==> config.mk <==
export PLATFORM = sky130hd
export DESIGN_NAME = muldiv_sequencer_flat
export DESIGN_NICKNAME = d
export VERILOG_FILES = /design/src/rtl/muldiv_sequencer_if.sv /design/src/rtl/muldiv_sequencer.sv /design/src/flat_wrapper.sv
export SDC_FILE = /design/constraint.sdc
export NUM_CORES = 1
export LEC_CHECK = 0
export CORE_MARGIN = 4
export CORE_UTILIZATION = 60
export CTS_CLUSTER_DIAMETER = 100
export DETAILED_ROUTE_END_ITERATION = 12
export PLACE_DENSITY = 0.81
export SLEW_MARGIN = 10
export SYNTH_ARGS = -nofsm -noshare
export SYNTH_HDL_FRONTEND = slang
export SYNTH_SLANG_ARGS = --single-unit
==> constraint.sdc <==
create_clock -name clk -period 5.58 [get_ports clk]
set_input_delay 0.837 -clock clk [delete_from_list [all_inputs] [get_ports clk]]
set_output_delay 0.837 -clock clk [all_outputs]
set_load 0.005 [all_outputs]
==> src/rtl/muldiv_sequencer_if.sv <==
// Pipeline-facing bundle of the multiply/divide sequencer: request, operands,
// HI/LO moves, flush, and the HI/LO / status outputs.
interface muldiv_sequencer_if #(
  parameter int WIDTH = 32
);
  logic             start_i;
  logic [1:0]       op_i;
  logic [WIDTH-1:0] rs_i;
  logic [WIDTH-1:0] rt_i;
  logic             mf_req_i;
  logic             mthi_i;
  logic             mtlo_i;
  logic             flush_i;
  logic [WIDTH-1:0] hi_o;
  logic [WIDTH-1:0] lo_o;
  logic             busy_o;
  logic             done_o;
  logic             stall_o;

  modport master (
    output start_i, op_i, rs_i, rt_i, mf_req_i, mthi_i, mtlo_i, flush_i,
    input  hi_o, lo_o, busy_o, done_o, stall_o
  );

  modport slave (
    input  start_i, op_i, rs_i, rt_i, mf_req_i, mthi_i, mtlo_i, flush_i,
    output hi_o, lo_o, busy_o, done_o, stall_o
  );
endinterface

==> src/rtl/muldiv_sequencer.sv <==
// Iterative MULT/MULTU/DIV/DIVU sequencer owning HI/LO, one bit per cycle.
// Optional MULDIV_EARLY_OUT_EN: multiply finishes once the remaining multiplier bits are zero.
module muldiv_sequencer #(
  parameter int WIDTH = 32
) (
  input  logic                clk,
  input  logic                rst_n,
  muldiv_sequencer_if.slave   bus
);
  localparam int CW = (WIDTH > 1) ? $clog2(WIDTH) : 1;

  typedef enum logic [1:0] {IDLE, CALC, SIGN} state_t;

  state_t             state_q, state_d;
  logic [CW-1:0]      cnt_q, cnt_d;
  logic [2*WIDTH-1:0] acc_q, acc_d;    // product, or quotient in the low half
  logic [2*WIDTH-1:0] opnd_q, opnd_d;  // shifted multiplicand, or divisor in the low half
  logic [WIDTH-1:0]   mplr_q, mplr_d;
  logic [WIDTH-1:0]   rem_q, rem_d;
  logic               is_div_q, is_div_d;
  logic               neg_q, neg_d;
  logic               rneg_q, rneg_d;
  logic [WIDTH-1:0]   hi_q, hi_d;
  logic [WIDTH-1:0]   lo_q, lo_d;

  logic               signed_op;
  logic [WIDTH-1:0]   rs_mag, rt_mag;
  logic [WIDTH:0]     rem_sh;
  logic               rem_ge;
  logic [WIDTH-1:0]   rem_sub;
  logic [2*WIDTH-1:0] prod_fix;
  logic [WIDTH-1:0]   quot_fix, rem_fix;

  always_comb begin
    state_d   = state_q;
    cnt_d     = cnt_q;
    acc_d     = acc_q;
    opnd_d    = opnd_q;
    mplr_d    = mplr_q;
    rem_d     = rem_q;
    is_div_d  = is_div_q;
    neg_d     = neg_q;
    rneg_d    = rneg_q;
    hi_d      = hi_q;
    lo_d      = lo_q;

    signed_op = ~bus.op_i[0];
    rs_mag    = (signed_op && bus.rs_i[WIDTH-1]) ? -bus.rs_i : bus.rs_i;
    rt_mag    = (signed_op && bus.rt_i[WIDTH-1]) ? -bus.rt_i : bus.rt_i;

    // Restoring divide step: bring in the next dividend bit, subtract if it fits.
    rem_sh    = {rem_q, acc_q[WIDTH-1]};
    rem_ge    = rem_sh >= {1'b0, opnd_q[WIDTH-1:0]};
    rem_sub   = rem_sh[WIDTH-1:0] - opnd_q[WIDTH-1:0];

    prod_fix  = neg_q  ? -acc_q : acc_q;
    quot_fix  = neg_q  ? -acc_q[WIDTH-1:0] : acc_q[WIDTH-1:0];
    rem_fix   = rneg_q ? -rem_q : rem_q;

    case (state_q)
      IDLE: begin
        if (bus.start_i) begin
          is_div_d = bus.op_i[1];
          neg_d    = signed_op & (bus.rs_i[WIDTH-1] ^ bus.rt_i[WIDTH-1]);
          rneg_d   = signed_op & bus.rs_i[WIDTH-1];
          rem_d    = '0;
          mplr_d   = rt_mag;
          cnt_d    = CW'(WIDTH - 1);
          state_d  = CALC;
          if (bus.op_i[1]) begin
            acc_d  = {{WIDTH{1'b0}}, rs_mag};
            opnd_d = {{WIDTH{1'b0}}, rt_mag};
          end else begin
            acc_d  = '0;
            opnd_d = {{WIDTH{1'b0}}, rs_mag};
`ifdef MULDIV_EARLY_OUT_EN
            if (rt_mag == '0) state_d = SIGN;
`endif
          end
        end else begin
          // A move issued together with start is a decode error and is dropped.
          if (bus.mthi_i) hi_d = bus.rs_i;
          if (bus.mtlo_i) lo_d = bus.rs_i;
        end
      end

      CALC: begin
        cnt_d = cnt_q - 1'b1;
        if (is_div_q) begin
          rem_d = rem_ge ? rem_sub : rem_sh[WIDTH-1:0];
          acc_d = {acc_q[2*WIDTH-1:WIDTH], acc_q[WIDTH-2:0], rem_ge};
        end else begin
          acc_d  = acc_q + (mplr_q[0] ? opnd_q : '0);
          opnd_d = opnd_q << 1;
          mplr_d = mplr_q >> 1;
        end
        if (cnt_q == '0) state_d = SIGN;
`ifdef MULDIV_EARLY_OUT_EN
        if (!is_div_q && (mplr_q[WIDTH-1:1] == '0)) state_d = SIGN;
`endif
      end

      SIGN: begin
        state_d = IDLE;
        if (is_div_q) begin
          hi_d = rem_fix;
          lo_d = quot_fix;
        end else begin
          hi_d = prod_fix[2*WIDTH-1:WIDTH];
          lo_d = prod_fix[WIDTH-1:0];
        end
      end

      default: state_d = IDLE;
    endcase

    // Flush wins over everything, including the SIGN-cycle write.
    if (bus.flush_i) begin
      state_d = IDLE;
      hi_d    = hi_q;
      lo_d    = lo_q;
    end
  end

  always_ff @(posedge clk or negedge rst_n) begin
    if (!rst_n) begin
      state_q  <= IDLE;
      cnt_q    <= '0;
      acc_q    <= '0;
      opnd_q   <= '0;
      mplr_q   <= '0;
      rem_q    <= '0;
      is_div_q <= 1'b0;
      neg_q    <= 1'b0;
      rneg_q   <= 1'b0;
      hi_q     <= '0;
      lo_q     <= '0;
    end else begin
      state_q  <= state_d;
      cnt_q    <= cnt_d;
      acc_q    <= acc_d;
      opnd_q   <= opnd_d;
      mplr_q   <= mplr_d;
      rem_q    <= rem_d;
      is_div_q <= is_div_d;
      neg_q    <= neg_d;
      rneg_q   <= rneg_d;
      hi_q     <= hi_d;
      lo_q     <= lo_d;
    end
  end

  assign bus.hi_o    = hi_q;
  assign bus.lo_o    = lo_q;
  assign bus.busy_o  = (state_q != IDLE);
  assign bus.done_o  = (state_q == SIGN) && !bus.flush_i;
  // Released during done so a dependent MFHI/MFLO reads the new HI/LO next cycle.
  assign bus.stall_o = bus.busy_o && !bus.done_o &&
                       (bus.start_i || bus.mf_req_i || bus.mthi_i || bus.mtlo_i);
endmodule

==> src/flat_wrapper.sv <==
// flat-port wrapper written by rule: the top's interface ports become plain ports
module muldiv_sequencer_flat 
#(
  parameter int WIDTH = 32
)
  (clk, rst_n, bus_start_i, bus_op_i, bus_rs_i, bus_rt_i, bus_mf_req_i, bus_mthi_i, bus_mtlo_i, bus_flush_i, bus_hi_o, bus_lo_o, bus_busy_o, bus_done_o, bus_stall_o);
  muldiv_sequencer_if #(.WIDTH(WIDTH)) bus_i ();
  input  logic clk;
  input  logic rst_n;
  input wire logic [$bits(bus_i.start_i)-1:0] bus_start_i;
  input wire logic [$bits(bus_i.op_i)-1:0] bus_op_i;
  input wire logic [$bits(bus_i.rs_i)-1:0] bus_rs_i;
  input wire logic [$bits(bus_i.rt_i)-1:0] bus_rt_i;
  input wire logic [$bits(bus_i.mf_req_i)-1:0] bus_mf_req_i;
  input wire logic [$bits(bus_i.mthi_i)-1:0] bus_mthi_i;
  input wire logic [$bits(bus_i.mtlo_i)-1:0] bus_mtlo_i;
  input wire logic [$bits(bus_i.flush_i)-1:0] bus_flush_i;
  output wire logic [$bits(bus_i.hi_o)-1:0] bus_hi_o;
  output wire logic [$bits(bus_i.lo_o)-1:0] bus_lo_o;
  output wire logic [$bits(bus_i.busy_o)-1:0] bus_busy_o;
  output wire logic [$bits(bus_i.done_o)-1:0] bus_done_o;
  output wire logic [$bits(bus_i.stall_o)-1:0] bus_stall_o;
  assign bus_i.start_i = bus_start_i;
  assign bus_i.op_i = bus_op_i;
  assign bus_i.rs_i = bus_rs_i;
  assign bus_i.rt_i = bus_rt_i;
  assign bus_i.mf_req_i = bus_mf_req_i;
  assign bus_i.mthi_i = bus_mthi_i;
  assign bus_i.mtlo_i = bus_mtlo_i;
  assign bus_i.flush_i = bus_flush_i;
  assign bus_hi_o = bus_i.hi_o;
  assign bus_lo_o = bus_i.lo_o;
  assign bus_busy_o = bus_i.busy_o;
  assign bus_done_o = bus_i.done_o;
  assign bus_stall_o = bus_i.stall_o;
  muldiv_sequencer #(.WIDTH(WIDTH)) u_core (.clk(clk), .rst_n(rst_n), .bus(bus_i));
endmodule
==> run summary <==
Core Area = 35500 um2
Yosys cell types = 78
Setup TNS = 0 ps
Finished Core Util = 67.9%
Ys async rst share = 100%
Final nets = 2909
Yosys warns = 0
Syn Nets = 2884
CTS Buf Count = 31
PortBufs = 139
Clock Path Buffers = 3
Pwr/cell area = 379 nW/um2
Post-route DRC = 0
Gr usage total = 39.6%
Antenna-violating nets left = 0
Hold Path Class = input pin to async pin
Adder-Cell Fraction of Synth Area = 6.05%
Area share of the largest cell type after synthesis = 30.9%
Post-synth top flop = dfrtp_1
Via count = 21810
Synth top area cells = dfrtp_1 (31%), ha_1 (5.9%), a21oi_1 (5.8%)
Via density = 6.78
Count of state elements after synthesis = 266
Vert. Die Dim = 197 um
Wirelength, routed = 79300 um
Post-synth EDFFs = 0
CP arrival = 5300 ps
Data required time of the critical path = 6110 ps
Seq/Total Area, Yosys = 30.9%
Area after DPL = 23100 um2
CTS tree = yes
Fin area = 24100 um2
Hold buffers post-CTS = 0
GRT overflow = 0
Setup Slack @ Placement = 1050 ps
Fillers = 2890
Post-Synth XOR/XNOR Area = 9.52%
First DRT Iteration DRCs = 2974
Final period util = 85.5%
Minimum clock period = 4770 ps
Largest net degree at the start of global routing = 118
Post-synthesis simple-gate area fraction = 18.9%
Most frequent cell after synthesis = nand2_1
Avg WL per Cell = 24.6 um
Final worst setup slack = 811 ps
Final Setup Violations = 0
Clock Sinks = 266
DP HPWL = 60400 um
Die area = 39000 um2
Status = finished clean
Std-Cell Rows = 69
Clk_skew = 15.4 ps
RSZ-0062 raised after global routing = false
Final Hold Fails = 0
Initial Utilization = 60.7%
Synthesized area per cell = 7.95 um2
Max_slew headroom = 18.5%
Synth top cells by count = nand2_1 (318), dfrtp_1 (266), a21oi_1 (248)
Vias in the first global route = 20192
Clock transition at the registers of the reported paths = 60 ps
Initial antenna violation count = 3
Cell taking the most area after synthesis = dfrtp_1
TritonRoute pass-1 iters = 6
IR drop worst, VDD = 0.000333 V
Largest family of logic cells by synthesized area = compound AO/OA/AOI/OAI gates
IO Count = 140
Worst Tran Pin Value = 1220 ps
Post_cts resized = 0
Fmax = 210 MHz
RePlAce Congestion = 1.05
Share of layout cells above drive strength 1 = 4.86%
Compound-cell area share of the yosys netlist = 27.8%
Multiplexer area fraction after synthesis = 2.10%
DIE WIDTH = 197 um
Mapped Cells = 2708
Crit Path Max Fanout = 18
Area of the multi-input gates = 13900 um2
WS Path Type = flip-flop to flip-flop
H-tree Lvls = 1
First-pass GRT wire length = 121000 um
Max-cap violation count = 0
Clk_lat worst skew = 610 ps
Worst hold slack = 260 ps
Leak = 0.0107 uW
Reg area = 6660 um2
Post-CTS Setup Repair Bufs = 0
Slew Viols, Final = 0
Worst setup SP type = flip-flop
Clk root buf = clkbuf_16
Synth-to-Final Area Change = 11.8%
Synthesized area = 21500 um2
CP endpoint kind = flip-flop
-- per-layer routing --
layer	vias to the layer above	track usage, %	wire length (um)
met5	-	0	16
met4	2	16.5	3880
met3	227	9.24	9850
met2	1372	56.7	32400
met1	10399	57.7	33100
li1	9810	-	-
-- final cells by class --
class                      count  area share, %
clock buffer                  40           3.57
antenna                        1         0.0104
sequential                   266           27.6
clock inverter                15          0.587
timing repair buffer         169           6.81
tap                          461           2.39
multi-input combinational   2191           57.8
inverter                      74           1.15
-- cells by family after synthesis --
group,after synthesis
buffers and inverters,251
AO/OA/AOI/OAI,943
AND/OR/NAND/NOR,866
multiplexers,45
adder cells (fa/ha/maj),103
XOR/XNOR,234
flip-flops,266
-- registers in the layout, summed over array words and instances, names as in the netlist --
| name | cells |
|---|---|
| u_core.acc_q | 64 |
| u_core.opnd_q | 64 |
| u_core.bus.hi_o | 32 |
| u_core.bus.lo_o | 32 |
| u_core.mplr_q | 32 |
| u_core.rem_q | 32 |
| u_core.cnt_q | 5 |
| u_core.state_q | 2 |
| u_core.is_div_q | 1 |
| u_core.neg_q | 1 |
| u_core.rneg_q | 1 |
-- layout by cell type, fill, tap and decap left out, drive strengths merged, types with 40 or more instances in the layout --
master         count
dfrtp            266
xnor2            123
mux2i             43
xor2             111
ha               101
and2              74
nor2             241
o21ai            261
clkdlybuf4s50    137
a21oi            248
clkbuf            40
inv               76
a21o              80
o31ai             53
nand2            318
a211oi            83
-- critical path: stages, from the launching register on --
cell and delay [ps]:
dfrtp_1 700, and2_1 210, ha_1 220, fa_1 240
a21oi_1 90, nand4b_1 200, a211oi_1 660, o2111ai_1 450
a2111oi_2 560, nor2_1 130, o31ai_1 490, a21oi_1 220
or4_1 440, nand3_1 80
-- power by group --
group | leakage [uW] | switching, uW | internal, uW
Sequential | 0.00334 | 598 | 2270
Clock | 0.000501 | 875 | 1170
Combinational | 0.00684 | 2520 | 1680
Total | 0.0107 | 3990 | 5130
-- metrics by stage --
step,power (uW),std cells
final,9120,3217
after global routing,9600,3216
after detailed placement,6950,3161
after global placement,6860,3161
after CTS,9000,3216
after floorplan,5490,2708
-- worst paths after layout --
check | endpoint | cells past startpoint | slack [ps] | startpoint
worst max-delay path | u_core.acc_q[58] | 13 | 810 | u_core.mplr_q[0]
worst min-delay path | u_core.state_q[0] | 1 | 260 | rst_n
worst max register to register | u_core.acc_q[58] | 13 | 810 | u_core.mplr_q[0]
worst min register to register | u_core.bus.lo_o[19] | 2 | 480 | u_core.bus.lo_o[19]
max in group asynchronous | u_core.acc_q[51] | 2 | 4020 | rst_n
min in group clk | u_core.bus.lo_o[19] | 2 | 480 | u_core.bus.lo_o[19]
Power figures use the tool's default switching activity.
